===== src/rtl/servant_tx_arbiter.sv =====
// rtl/servant_tx_arbiter.sv - shares the UART TX pin between the servant core and a HW byte serializer
//
// The servant core's bit-banged serial output always wins. The hardware byte
// serializer may only start a frame once the core line has been continuously
// high for IDLE_BITS bit-times, and then owns the pin for one 8N1 frame.
//
// Ports:
//   wb_clk      in   system clock, all logic on the rising edge
//   wb_rst      in   synchronous active-high reset
//   i_core_tx   in   servant bit-banged serial output (same clock domain)
//   i_hw_data   in   [7:0] byte offered by the HW requester
//   i_hw_valid  in   i_hw_data is valid
//   o_hw_ready  out  arbiter accepts a HW byte this cycle (registered)
//   o_tx        out  shared UART TX pin, idle high
//   o_hw_grant  out  high while a HW frame owns o_tx
//   o_collision out  one-cycle pulse: core started a frame while HW owned the line
module servant_tx_arbiter #(
    parameter int CLKS_PER_BIT = 278,
    parameter int IDLE_BITS    = 12
) (
    input  logic       wb_clk,
    input  logic       wb_rst,
    input  logic       i_core_tx,
    input  logic [7:0] i_hw_data,
    input  logic       i_hw_valid,
    output logic       o_hw_ready,
    output logic       o_tx,
    output logic       o_hw_grant,
    output logic       o_collision
);

    localparam int QMAX = IDLE_BITS * CLKS_PER_BIT;
    localparam int QW   = $clog2(QMAX + 1);
    localparam int BW   = (CLKS_PER_BIT > 1) ? $clog2(CLKS_PER_BIT) : 1;

    typedef enum logic [1:0] {
        S_IDLE = 2'd0,
        S_CORE = 2'd1,
        S_HW   = 2'd2
    } state_t;

    state_t          state;
    state_t          state_next;
    logic [QW-1:0]   qcnt;
    logic [9:0]      shift;
    logic [BW-1:0]   baud;
    logic [3:0]      bitcnt;
    logic            core_d;
    logic            ready;
    logic            coll;

    logic            quiet;
    logic            transfer;
    logic            bit_end;
    logic            frame_end;

    assign quiet     = (qcnt == QW'(QMAX));
    assign transfer  = i_hw_valid & ready;
    assign bit_end   = (baud == BW'(CLKS_PER_BIT - 1));
    assign frame_end = bit_end && (bitcnt == 4'd9);

    assign o_hw_ready  = ready;
    assign o_hw_grant  = (state == S_HW);
    assign o_collision = coll;

    // Ready can only be high in IDLE, so an accepted byte always starts from
    // IDLE; the accepted transfer wins even if the core line drops that cycle.
    always_comb begin
        state_next = state;
        o_tx       = i_core_tx;
        case (state)
            S_IDLE: begin
                if (transfer) begin
                    state_next = S_HW;
                end else if (!i_core_tx) begin
                    state_next = S_CORE;
                end
            end
            S_CORE: begin
                if (quiet) begin
                    state_next = S_IDLE;
                end
            end
            S_HW: begin
                o_tx = shift[0];
                if (frame_end) begin
                    state_next = S_IDLE;
                end
            end
            default: begin
                state_next = S_IDLE;
            end
        endcase
    end

    always_ff @(posedge wb_clk) begin
        if (wb_rst) begin
            state  <= S_IDLE;
            qcnt   <= '0;
            shift  <= '1;
            baud   <= '0;
            bitcnt <= '0;
            core_d <= 1'b1;
            ready  <= 1'b0;
            coll   <= 1'b0;
        end else begin
            state  <= state_next;
            core_d <= i_core_tx;

            // Quiet counter runs in every state, including during a HW frame.
            if (!i_core_tx) begin
                qcnt <= '0;
            end else if (!quiet) begin
                qcnt <= qcnt + QW'(1);
            end

            // Ready is re-armed on the same edge a frame ends, which leaves a
            // single pass-through cycle between back-to-back HW frames.
            ready <= (state_next == S_IDLE) && quiet;

            // A core falling edge under a HW frame, or a low core line in the
            // handshake cycle itself, means the core's bits are being dropped.
            coll <= ((state == S_HW) && core_d && !i_core_tx) ||
                    (transfer && !i_core_tx);

            if ((state == S_IDLE) && transfer) begin
                shift  <= {1'b1, i_hw_data, 1'b0};
                baud   <= '0;
                bitcnt <= '0;
            end else if (state == S_HW) begin
                if (bit_end) begin
                    baud   <= '0;
                    shift  <= {1'b1, shift[9:1]};
                    bitcnt <= bitcnt + 4'd1;
                end else begin
                    baud <= baud + BW'(1);
                end
            end
        end
    end

endmodule


===== config.mk =====
export PLATFORM = sky130hd
export DESIGN_NAME = servant_tx_arbiter
export DESIGN_NICKNAME = d
export VERILOG_FILES = /design/src/rtl/servant_tx_arbiter.sv
export SDC_FILE = /design/constraint.sdc
export NUM_CORES = 1
export LEC_CHECK = 0
export CELL_PAD_IN_SITES_DETAIL_PLACEMENT = 1
export CELL_PAD_IN_SITES_GLOBAL_PLACEMENT = 1
export CORE_ASPECT_RATIO = 0.5
export CORE_MARGIN = 5
export CORE_UTILIZATION = 43
export DETAILED_ROUTE_END_ITERATION = 10
export GPL_TIMING_DRIVEN = 0
export PLACE_DENSITY = 0.84
export SLEW_MARGIN = 40
export SYNTH_ARGS = -nofsm -noshare
export SYNTH_HDL_FRONTEND = slang
export SYNTH_SLANG_ARGS = --single-unit

===== constraint.sdc =====
create_clock -name wb_clk -period 1.6 [get_ports wb_clk]
set_input_delay 0.32 -clock wb_clk [delete_from_list [all_inputs] [get_ports wb_clk]]
set_output_delay 0.32 -clock wb_clk [all_outputs]
set_load 0.01 [all_outputs]

==> flow_summary.json <==
{
  "worstPathArrival_ns": 1.41,
  "synth_edf_count": 0,
  "drv_cap": 0,
  "track_usage": 0.1754,
  "die_width_um": 101.5,
  "root_buffer": "clkbuf_8",
  "cts_buffers": 5,
  "yosys_register_bits": 39,
  "yosysSeqAreaShare": 0.4339,
  "antenna_found_initial": 0,
  "clkPwrFrac": 0.378,
  "clk_pin_slew_worst_paths_ns": 0.08,
  "area_growth_pct": 25.45,
  "start_kind": "flip-flop",
  "min_path_type": "input pin to flip-flop",
  "nets": 243,
  "cts_sinks": 39,
  "hpwl_um": 3021,
  "final-hold-violation-count": 0,
  "core_mm2": 0.003964,
  "initial_utilization": 0.4539,
  "path_max_fanout": 3,
  "fillers": 455,
  "powerDensity_mw_per_mm2": 762.1,
  "violations": "setup timing",
  "hold_depth": 3,
  "grt_first_pass_wirelength_um": 7859,
  "portBuffers": 15,
  "num_vias": 1551,
  "drt-initial-drc-count": 53,
  "seqPwrFrac": 0.569,
  "place_area_mm2": 0.002017,
  "leakagePower_nw": 0.9149,
  "path_class": "flip-flop to primary output",
  "required_ns": 1.28,
  "dp_slack_ns": -0.4588,
  "maxSlewHeadroom": 0.6893,
  "worstMarginPinSlew_ns": 0.4661,
  "setup_violations": 4,
  "synth-async-reset-ratio": 0,
  "grt_start_max_net_pins": 12,
  "ios": 16,
  "p_comb_frac": 0.053,
  "drive_above_1_share": 0.1858,
  "cts_tree": "done",
  "clock_latency_ns": 0.29,
  "antenna_cells": 0,
  "end_kind": "primary output",
  "ys_types": 39,
  "wl_per_cell_um": 18.51,
  "gp_congestion": 0.7746,
  "final_util": 0.5694,
  "avgSynthCellArea_um2": 9.322,
  "drt_wl_total_um": 5183,
  "ant_nets": 0,
  "viasPerCell": 5.539,
  "fin_crit_sh": 1.084,
  "ys.flop_type": "dfxtp_1",
  "grt_pass1_vias": 1663,
  "fp.dieArea_mm2": 0.005657,
  "p_sw_mw": 0.3944,
  "syn_inst": 193,
  "fp-row-count": 16,
  "final_cell_area_mm2": 0.002257,
  "peakVddDrop_uv": 520.4,
  "drv_slew": 0,
  "htreeDepth": 2,
  "overflow": 0,
  "drc": 0,
  "fp.dieH_um": 55.74,
  "layout_setup_ws_ns": -0.1342,
  "finClkSkew_ns": 0.009069,
  "ys_warn_count": 0,
  "syn-num-nets": 211,
  "synth_area_leaders": "dfxtp_1 43%, xor2_1 7.8%, nor2_1 5.4%, mux2i_1 4.5%, ha_1 4.2%",
  "switching_share": 0.2293,
  "final_cells": 280,
  "clock_path_buffers": 2,
  "p_total_mw": 1.720,
  "rsz0062_at_grt": "true",
  "setup_tns_ns": -0.2443,
  "outcome": "complete, but fails checks",
  "hold_buffers": 0,
  "synth_area_mm2": 0.001799,
  "firstDrtPassIters": 4,
  "fmax_mhz": 576.6,
  "dp.cells": 262,
  "r2r_cells": 6,
  "p_int_mw": 1.326,
  "yosys.area.top_type_share": 0.4339,
  "synth_area_leader_cell": "dfxtp_1",
  "hold_ws_ns": 0.4326,
  "period_needed_ns": 1.734
}
## cells by family (layout without fill, tap and decap cells)
logic type,Yosys count,after routing,synth area share
xor+xnor,19,19,0.09249
flops,39,39,0.4339
compound gates,18,18,0.07719
simple gates,90,90,0.2754
fa+ha+maj,6,6,0.04172
mux,9,9,0.05077
buf+inv,12,45,0.02851
## timing repair
| item | 4_1_cts | 5_1_grt |
|---|---|---|
| pin swaps | 2 | 1 |
| endpoints found under the setup margin | 26 | 26 |
| resized for setup | 21 | 16 |
| buffers inserted | 9 | 2 |
| cloned | 0 | 0 |
## placed cells by master, fill, tap and decap left out, drive strengths merged, types with 2 or more instances in the layout
cell type / count
and4bb: 3
xnor2: 3
nand4: 7
nor3: 9
and2: 2
buf: 16
nand2b: 3
o31a: 6
clkdlybuf4s50: 12
nor2: 26
nand3: 7
dfxtp: 39
ha: 6
a21oi: 3
or4: 2
or2: 2
nor4bb: 2
and4: 2
and3: 3
clkbuf: 9
a211oi: 3
nand2: 15
xor2: 16
mux2i: 8
o211ai: 2
nor2b: 2
inv: 6
## state kept, by name, indices dropped and copies added, names as in the netlist
name	flops
core_d	1
baud	9
state	2
qcnt	12
o_hw_ready	1
shift	9
bitcnt	4
o_collision	1
## synth_stat cells (all sizes together) (6+ instances only)
cell / instances
dfxtp: 39
nor2: 26
xor2: 16
nand2: 15
nor3: 9
mux2i: 8
nand3: 7
nand4: 7
ha: 6
inv: 6
o31a: 6
## power groups by stage
stage / clock network (mW) / logic, mW / registers, mW
floorplan: 0 / 0.0329 / 1.00
global placement: 0 / 0.0744 / 1.00
detailed placement: 0 / 0.0788 / 1.00
CTS: 0.657 / 0.0875 / 0.980
global route: 0.712 / 0.0983 / 0.980
finish: 0.650 / 0.0912 / 0.979
## path summary, 6_finish.rpt
| check | from | to | slack, ns |
|---|---|---|---|
| max | state[0]$_SDFF_PP0_ | o_tx | -0.13 |
| min | i_hw_valid | o_collision$_SDFF_PP0_ | 0.43 |
| max reg2reg | state[0]$_SDFF_PP0_ | shift[2]$_SDFFE_PP1P_ | -0.03 |
| min reg2reg | state[1]$_SDFF_PP0_ | state[0]$_SDFF_PP0_ | 0.49 |
## critical path, stage by stage, from the launching register on
cell and delay [ns]:
dfxtp_4 0.35, and2b_2 0.23, buf_6 0.13, mux2_4 0.29
buf_6 0.12
## final cells by class
cell class / count / area, um^2 / share of cell area
buffer: 5 / 37.54 / 0.01663
clock buffer: 7 / 76.32 / 0.03381
clock inverter: 1 / 5.005 / 0.002217
inverter: 6 / 22.52 / 0.009978
multi-input combinational: 142 / 1015 / 0.4496
sequential: 39 / 792.0 / 0.3509
tap: 54 / 67.56 / 0.02993
timing repair buffer: 26 / 241.5 / 0.1070
## per-layer routing
metal  track usage  routed length [um]  vias to the layer above
met4       0.05114                  79                        0
met1        0.1955                2243                      776
met2        0.3206                2694                       22
li1              -                   -                      745
met5             0                   0                        -
met3       0.05131                 165                        8
No activity file was read; power rests on OpenSTA's default activity.
